`src/rtl/spi_periferico_multimodo.sv`:
```
// spi_periferico_multimodo
// Register-mapped SPI master supporting all four CPOL/CPHA modes. A host
// programs a control register and a word buffer through one write strobe.
// Setting send starts one CS-framed burst of up to DEPTH words. Each received
// word is written back into the buffer slot its transmit word came from.
//
// Ports
//   clk, rst          system clock; asynchronous active-high reset
//   wr_i              single-cycle host write strobe
//   reg_sel_i         1 = data buffer, 0 = control register
//   addr_i            buffer address for host reads/writes
//   wdata_i           host write data
//   rdata_o           combinational read of buffer[addr_i] or the control register
//   busy_o            high whenever the sequencer is not idle
//   done_o            one-cycle pulse when a burst completes normally
//   sclk_o, mosi_o    SPI clock and data out
//   miso_i            SPI data in (asynchronous to clk; no synchroniser here)
//   cs_n_o            active-low chip selects
module spi_periferico_multimodo #(
  parameter int DATA_W            = 8,
  parameter int DEPTH             = 256,
  parameter int ADDR_W            = $clog2(DEPTH),
  parameter int N_CS              = 2,
  parameter int CLKS_PER_HALF_BIT = 2
) (
  input  logic              clk,
  input  logic              rst,
  input  logic              wr_i,
  input  logic              reg_sel_i,
  input  logic [ADDR_W-1:0] addr_i,
  input  logic [31:0]       wdata_i,
  output logic [31:0]       rdata_o,
  output logic              busy_o,
  output logic              done_o,
  output logic              sclk_o,
  output logic              mosi_o,
  input  logic              miso_i,
  output logic [N_CS-1:0]   cs_n_o
);

  localparam int CPH    = CLKS_PER_HALF_BIT;
  localparam int CNT_W  = (CPH > 1) ? $clog2(CPH) : 1;
  localparam int EDGE_W = $clog2(2 * DATA_W);
  localparam int NRX_W  = ADDR_W + 1;

  typedef enum logic [2:0] {IDLE, SETUP, LOAD, SHIFT, STORE, HOLD, DONE} state_t;

  state_t              state_reg;
  logic                send_reg, all_1s_reg, all_0s_reg, cpol_reg, cpha_reg;
  logic [2:0]          cs_sel_reg;
  logic [7:0]          n_tx_end_reg;
  logic [NRX_W-1:0]    n_rx_reg;
  logic [ADDR_W-1:0]   ptr_reg;
  logic [CNT_W-1:0]    cnt_reg;
  logic [EDGE_W-1:0]   edge_cnt_reg;
  logic [DATA_W-1:0]   tx_sh_reg, rx_sh_reg;
  logic                sclk_reg, mosi_reg, done_reg;
  logic [N_CS-1:0]     cs_n_reg;

  logic [DATA_W-1:0]   mem [DEPTH];

  logic                host_ctrl_wr, host_buf_wr, abort;
  logic                half_tick, last_edge, sample_now;
  logic [DATA_W-1:0]   load_word, tx_shifted, rx_next;
  logic [N_CS-1:0]     cs_assert;
  logic [31:0]         ctrl_rd;
  logic                unused_wdata;

  assign host_ctrl_wr = wr_i && !reg_sel_i;
  assign host_buf_wr  = wr_i && reg_sel_i && (state_reg == IDLE);
  assign abort        = host_ctrl_wr && (state_reg != IDLE) && wdata_i[31];

  assign half_tick  = (cnt_reg == CNT_W'(CPH - 1));
  assign last_edge  = (edge_cnt_reg == EDGE_W'(2 * DATA_W - 1));
  // Even edge indices are leading edges. cpha=0 samples on leading edges,
  // cpha=1 on trailing edges, so sampling happens when the two differ.
  assign sample_now = ~edge_cnt_reg[0] ^ cpha_reg;
  assign tx_shifted = tx_sh_reg << 1;
  assign rx_next    = (rx_sh_reg << 1) | DATA_W'(miso_i);

  always_comb begin
    load_word = mem[ptr_reg];
    if (all_1s_reg)      load_word = '1;
    else if (all_0s_reg) load_word = '0;
  end

  // An out-of-range cs_sel matches no line, so the burst runs unselected.
  generate
    for (genvar gi = 0; gi < N_CS; gi++) begin : g_cs
      assign cs_assert[gi] = (cs_sel_reg == 3'(gi));
    end
  endgenerate

  assign ctrl_rd = {7'd0, 9'(n_rx_reg), n_tx_end_reg, cs_sel_reg,
                    cpha_reg, cpol_reg, all_0s_reg, all_1s_reg, send_reg};
  assign rdata_o = reg_sel_i ? 32'(mem[addr_i]) : ctrl_rd;

  assign busy_o       = (state_reg != IDLE);
  assign done_o       = done_reg;
  assign sclk_o       = sclk_reg;
  assign mosi_o       = mosi_reg;
  assign cs_n_o       = cs_n_reg;
  assign unused_wdata = ^wdata_i[30:16];

  // Buffer: host writes only while idle, sequencer writes only in STORE,
  // so the two writers never collide.
  always_ff @(posedge clk) begin
    if (host_buf_wr)
      mem[addr_i] <= wdata_i[DATA_W-1:0];
    else if (state_reg == STORE)
      mem[ptr_reg] <= rx_sh_reg;
  end

  always_ff @(posedge clk or posedge rst) begin
    if (rst) begin
      state_reg    <= IDLE;
      send_reg     <= 1'b0;
      all_1s_reg   <= 1'b0;
      all_0s_reg   <= 1'b0;
      cpol_reg     <= 1'b0;
      cpha_reg     <= 1'b0;
      cs_sel_reg   <= '0;
      n_tx_end_reg <= '0;
      n_rx_reg     <= '0;
      ptr_reg      <= '0;
      cnt_reg      <= '0;
      edge_cnt_reg <= '0;
      tx_sh_reg    <= '0;
      rx_sh_reg    <= '0;
      sclk_reg     <= 1'b0;
      mosi_reg     <= 1'b0;
      cs_n_reg     <= '1;
      done_reg     <= 1'b0;
    end else begin
      done_reg <= 1'b0;
      if (abort) begin
        state_reg <= IDLE;
        send_reg  <= 1'b0;
        cs_n_reg  <= '1;
        sclk_reg  <= cpol_reg;
        mosi_reg  <= 1'b0;
      end else begin
        case (state_reg)
          IDLE: begin
            cs_n_reg <= '1;
            mosi_reg <= 1'b0;
            if (host_ctrl_wr) begin
              send_reg     <= wdata_i[0];
              all_1s_reg   <= wdata_i[1];
              all_0s_reg   <= wdata_i[2];
              cpol_reg     <= wdata_i[3];
              cpha_reg     <= wdata_i[4];
              cs_sel_reg   <= wdata_i[7:5];
              n_tx_end_reg <= wdata_i[15:8];
              // SCLK idles at the new polarity without a cycle of lag.
              sclk_reg     <= wdata_i[3];
            end else begin
              sclk_reg <= cpol_reg;
            end
            if (send_reg) begin
              n_rx_reg  <= '0;
              ptr_reg   <= '0;
              cnt_reg   <= '0;
              cs_n_reg  <= ~cs_assert;
              state_reg <= SETUP;
            end
          end
          SETUP: begin
            if (half_tick) begin
              cnt_reg   <= '0;
              state_reg <= LOAD;
            end else begin
              cnt_reg <= cnt_reg + CNT_W'(1);
            end
          end
          LOAD: begin
            tx_sh_reg    <= load_word;
            if (!cpha_reg) mosi_reg <= load_word[DATA_W-1];
            cnt_reg      <= '0;
            edge_cnt_reg <= '0;
            state_reg    <= SHIFT;
          end
          SHIFT: begin
            if (half_tick) begin
              cnt_reg      <= '0;
              sclk_reg     <= ~sclk_reg;
              edge_cnt_reg <= edge_cnt_reg + EDGE_W'(1);
              if (sample_now) begin
                rx_sh_reg <= rx_next;
              end else if (cpha_reg) begin
                mosi_reg  <= tx_sh_reg[DATA_W-1];
                tx_sh_reg <= tx_shifted;
              end else if (!last_edge) begin
                // cpha=0: MSB went out in LOAD, trailing edges advance the rest.
                mosi_reg  <= tx_shifted[DATA_W-1];
                tx_sh_reg <= tx_shifted;
              end
              // An even edge count returns SCLK to cpol on the final edge.
              if (last_edge) state_reg <= STORE;
            end else begin
              cnt_reg <= cnt_reg + CNT_W'(1);
            end
          end
          STORE: begin
            if (n_rx_reg != NRX_W'(DEPTH)) n_rx_reg <= n_rx_reg + NRX_W'(1);
            if (ptr_reg == n_tx_end_reg[ADDR_W-1:0]) begin
              cnt_reg   <= '0;
              state_reg <= HOLD;
            end else begin
              ptr_reg   <= ptr_reg + ADDR_W'(1);
              state_reg <= LOAD;
            end
          end
          HOLD: begin
            if (half_tick) begin
              cnt_reg   <= '0;
              cs_n_reg  <= '1;
              send_reg  <= 1'b0;
              done_reg  <= 1'b1;
              state_reg <= DONE;
            end else begin
              cnt_reg <= cnt_reg + CNT_W'(1);
            end
          end
          DONE: begin
            state_reg <= IDLE;
          end
          default: state_reg <= IDLE;
        endcase
      end
    end
  end

endmodule

```
`config.mk`:
```
export PLATFORM = sky130hd
export DESIGN_NAME = spi_periferico_multimodo
export DESIGN_NICKNAME = d
export VERILOG_FILES = /design/src/rtl/spi_periferico_multimodo.sv
export SDC_FILE = /design/constraint.sdc
export NUM_CORES = 2
export LEC_CHECK = 0
export ABC_AREA = 1
export ABC_CLOCK_PERIOD_IN_PS = 15600
export BUFFER_PORTS_ARGS = -buffer_cell sky130_fd_sc_hd__buf_2
export CELL_PAD_IN_SITES_DETAIL_PLACEMENT = 1
export CELL_PAD_IN_SITES_GLOBAL_PLACEMENT = 1
export CORE_MARGIN = 2
export CORE_UTILIZATION = 36
export DETAILED_ROUTE_END_ITERATION = 12
export PLACE_DENSITY = 0.68
export SLEW_MARGIN = 20
export SYNTH_ARGS = -nofsm -noshare
export SYNTH_HDL_FRONTEND = slang
export SYNTH_SLANG_ARGS = --single-unit
```
`constraint.sdc`:
```
create_clock -name clk -period 15.6 [get_ports clk]
set_clock_uncertainty 0.1 [all_clocks]
set_input_delay 2.34 -clock clk [delete_from_list [all_inputs] [get_ports clk]]
set_output_delay 2.34 -clock clk [all_outputs]
set_load 0.1 [all_outputs]
```
==> summary.txt <==
Clocking
  • Clock tree buffer depth: 4
  • Worst-Skew Late Latency: 0.92 ns
  • Cts hold-fix bufs: 0
  • # resized after CTS: 0
  • Sink Count: roughly 2,100
  • CTS tree: yes
  • Clk root buf: clkbuf_16
  • Clk slew on worst S/H paths: roughly 0.060 ns
  • CTS HTree Levels: 4
  • Post-CTS setup repair buffer count: 0
  • Total CTS buffers: around 240

Worst setup path
  • WP data arrival: a little under 8 ns
  • CP Class: input port to primary output
  • Reg-to-reg slack, setup: just under 9 ns
  • CP max FO: slightly above 100
  • Worst r2r src: ptr_reg[0]
  • Req. time, crit path: between 10 and 15 ns
  • RR Endpoint: tx_sh_reg[0]
  • R2R cell count: 19
  • Critical path launch point type: input port
  • CP endpoint kind: primary output

Synthesis
  • Post-synthesis cell area: approximately 100,000 sq um
  • Top cell type's share of synthesized area: between 50% and 60%
  • Register area share after synthesis: around three fifths
  • EDFF count, synth: between 2,000 and 2,500
  • Yosys warns: 0
  • #FFs+latches synth: 2,110
  • Simple-gate share of the synthesized area: about 22%
  • Synthesized netlist cell count: roughly 11,000
  • Synth Area in XOR/XNOR: less than 1%
  • Main area contributors after synthesis: edfxtp_1, o21ai_0, nand3_1, nand2_1, nor2_1
  • Synth Area in Adders: less than 1%
  • Unique cell type count in the Yosys netlist: 39
  • Post-Syn Area per Cell: 9.255 sq um
  • Largest family of logic cells by synthesized area: simple AND/OR/NAND/NOR gates
  • Area leader, netlist: edfxtp_1
  • Asr flop ratio synth: 2.938%
  • Mux cell area share after synthesis: 0%
  • Synth Flop Type: edfxtp_1
  • Complex-gate fraction of the synthesized area: 13.38%

Place
  • GPL Wtd Cong: 0.8884
  • Final HPWL DP: approximately 250,000 um
  • Port bufs: 60

Status
  • Outcome: completed

Min path
  • HP Start: tx_sh_reg[7]
  • WHS Path Cells: 2
  • Hold crit path type: flop to flop
  • Endpoint of the worst hold path: tx_sh_reg[7]

Floorplanning
  • Die Wd: 541.7 um
  • Die Y: roughly 540 um
  • Starting Density: 36.15%
  • Core ar.: 287,900 sq um
  • Die area: 293,400 sq um
  • Io pins: slightly above 80
  • Num rows: slightly below 200

Route
  • DRC violations left: 0
  • Via count of the routed design: 91,963
  • First-pass DRT Iterations: 7
  • Total Wirelength: roughly 440,000 um
  • DR WL/cell: about 30 um
  • Vias/cell: approximately 6.2
  • DRT antenna net count: 0
  • Detailed router's first-iteration violation count: between 10,000 and 15,000

Finish
  • Layout cells sized above 1: 5.524%
  • Max reg flops: 2,048
  • P&R area growth vs syn: 9.824%
  • FILL cells: between 30,000 and 40,000
  • # nets final: 10,801

Global routing
  • Initial antenna violation count: 16
  • Number of global-route vias before repair: between 90,000 and 100k
  • Largest net degree at the start of global routing: 179
  • First-pass GRT wire length: ~630,000 um
  • GRT Total Usage: 28.80%
  • Grt ovf: 0

Power
  • Peak supply drop: ~0.10 mV
  • Pleak: just under 40 nW
  • PD cells: 131.5 nW/um^2

STA
  • Final Max Tran Viols: 0
  • Fmax: approximately 0.097 GHz
  • Final hold vios: 0
  • Hold Slack: about 0.39 ns
  • Clock period minus worst slack: between 10 and 15 ns
  • Final TNS setup: 0 ns
  • Final setup violation count: 0
  • RSZ-0062 raised after global routing: false
  • Max_slew headroom: 17.93%
  • Slew @ Worst Pin: ~1.2 ns
  • Final Cycle Share: 66.28%

Flow run
  • Max-cap check violation count: 0
worst max-delay path: stages:
cell	delay (ns)
buf_8	0.49
buf_4	0.70
buf_4	0.71
buf_4	0.83
o21ai_0	0.20
o22ai_1	0.23
nand2_1	0.08
nand3_1	0.18
nand3_1	0.14
nand3_1	0.26
nand3_1	0.22
nand3_1	0.28
nand3_1	0.23
o21ai_0	0.19
buf_2	0.48
through the flow:
step / std cells / cell area [sq um] / power, W / util, % / setup WS [ns]
finish: 14727 / 114300 / 0.01503 / 39.70 / 5.260
detailed placement: 14296 / 106900 / 0.009550 / 37.13 / 5.585
floorplan: 11251 / 104100 / 0.008658 / - / 1.026
CTS: 14716 / 114300 / 0.01497 / 39.68 / 5.582
global placement: 14296 / 106900 / 0.009436 / 37.13 / 5.701
global route: 14719 / 114300 / 0.01547 / 39.70 / 5.241
layout by cell type, fill, tap and decap left out, drive strengths merged:
cell type,synthesis,routed
o21ai,1699,1699
nor3b,3,3
edfxtp,2048,2048
inv,116,120
o21bai,1,1
o22ai,793,793
dfrtp,60,60
nor4,3,3
a41oi,1,1
clkinv,3,88
o211ai,1,1
clkbuf,651,302
clkinvlp,0,10
bufinv,0,19
nor2,1925,1925
conb,1,7
buf,306,221
xor2,5,5
or2,3,3
dfstp,2,2
nor3,18,18
nand4,11,11
a21oi,79,79
diode,0,11
a31oi,3,3
nand2,1926,1926
ha,4,4
xnor2,1,1
nand3,1580,1580
o31ai,1,1
or4,1,1
final cells by class:
cell class,instances,area (sq um),area share [%]
clock inverter,118,1079,0.9436
timing repair buffer,221,1768,1.547
multi-input combinational,8065,36850,32.24
antenna,11,27.53,0.02408
inverter,119,505.5,0.4422
tap,3781,4731,4.139
clock buffer,302,6269,5.484
sequential,2110,63070,55.18
layer usage:
| layer | wire length [um] | GRT usage (%) | vias up |
|---|---|---|---|
| met4 | 26400 | 16.26 | 10 |
| met1 | 172500 | 37.45 | 46663 |
| met2 | 197500 | 45.10 | 4934 |
| met5 | 56 | 0 | - |
| met3 | 41550 | 5.413 | 1288 |
| li1 | - | - | 39068 |
power by group:
part           internal (W)  total, W  switching, W  leakage, nW
Clock               0.00313   0.00550       0.00237         3.57
Sequential          0.00645   0.00650     0.0000502         19.2
Combinational      0.000649   0.00302       0.00238         15.9
Total                0.0102    0.0150       0.00480         38.7
worst max path at each step:
stage / from / end / slack, ns / cells after the start
after global placement: addr_i[0] / rdata_o[3] / 5.70 / 15
final: addr_i[0] / rdata_o[5] / 5.26 / 15
after floorplan: wdata_i[1] / mem[0][1] / 1.03 / 2
after global routing: addr_i[0] / rdata_o[5] / 5.24 / 15
after detailed placement: addr_i[0] / rdata_o[5] / 5.59 / 15
after CTS: addr_i[0] / rdata_o[5] / 5.58 / 15
cells in the mapped netlist (4+ instances only):
master and n:
nand3_1 1580, a21oi_1 78, clkbuf_1 651, nor2_1 1922
inv_1 105, o21ai_0 1692, ha_1 4, o21ai_1 5
buf_1 96, inv_2 11, nand4_1 11, nor3_1 12
o22ai_1 793, xor2_1 5, buf_4 12, edfxtp_1 2048
nand2_1 1923, buf_6 4, dfrtp_1 60, buf_2 194
nor3_2 6
logic make-up after synthesis:
logic type,after synthesis
simple gates,5470
buf+inv,1076
flops,2110
xor+xnor,6
compound gates,2578
fa+ha+maj,4
other cells,1
Note: power is estimated with default switching activity, not from simulation.
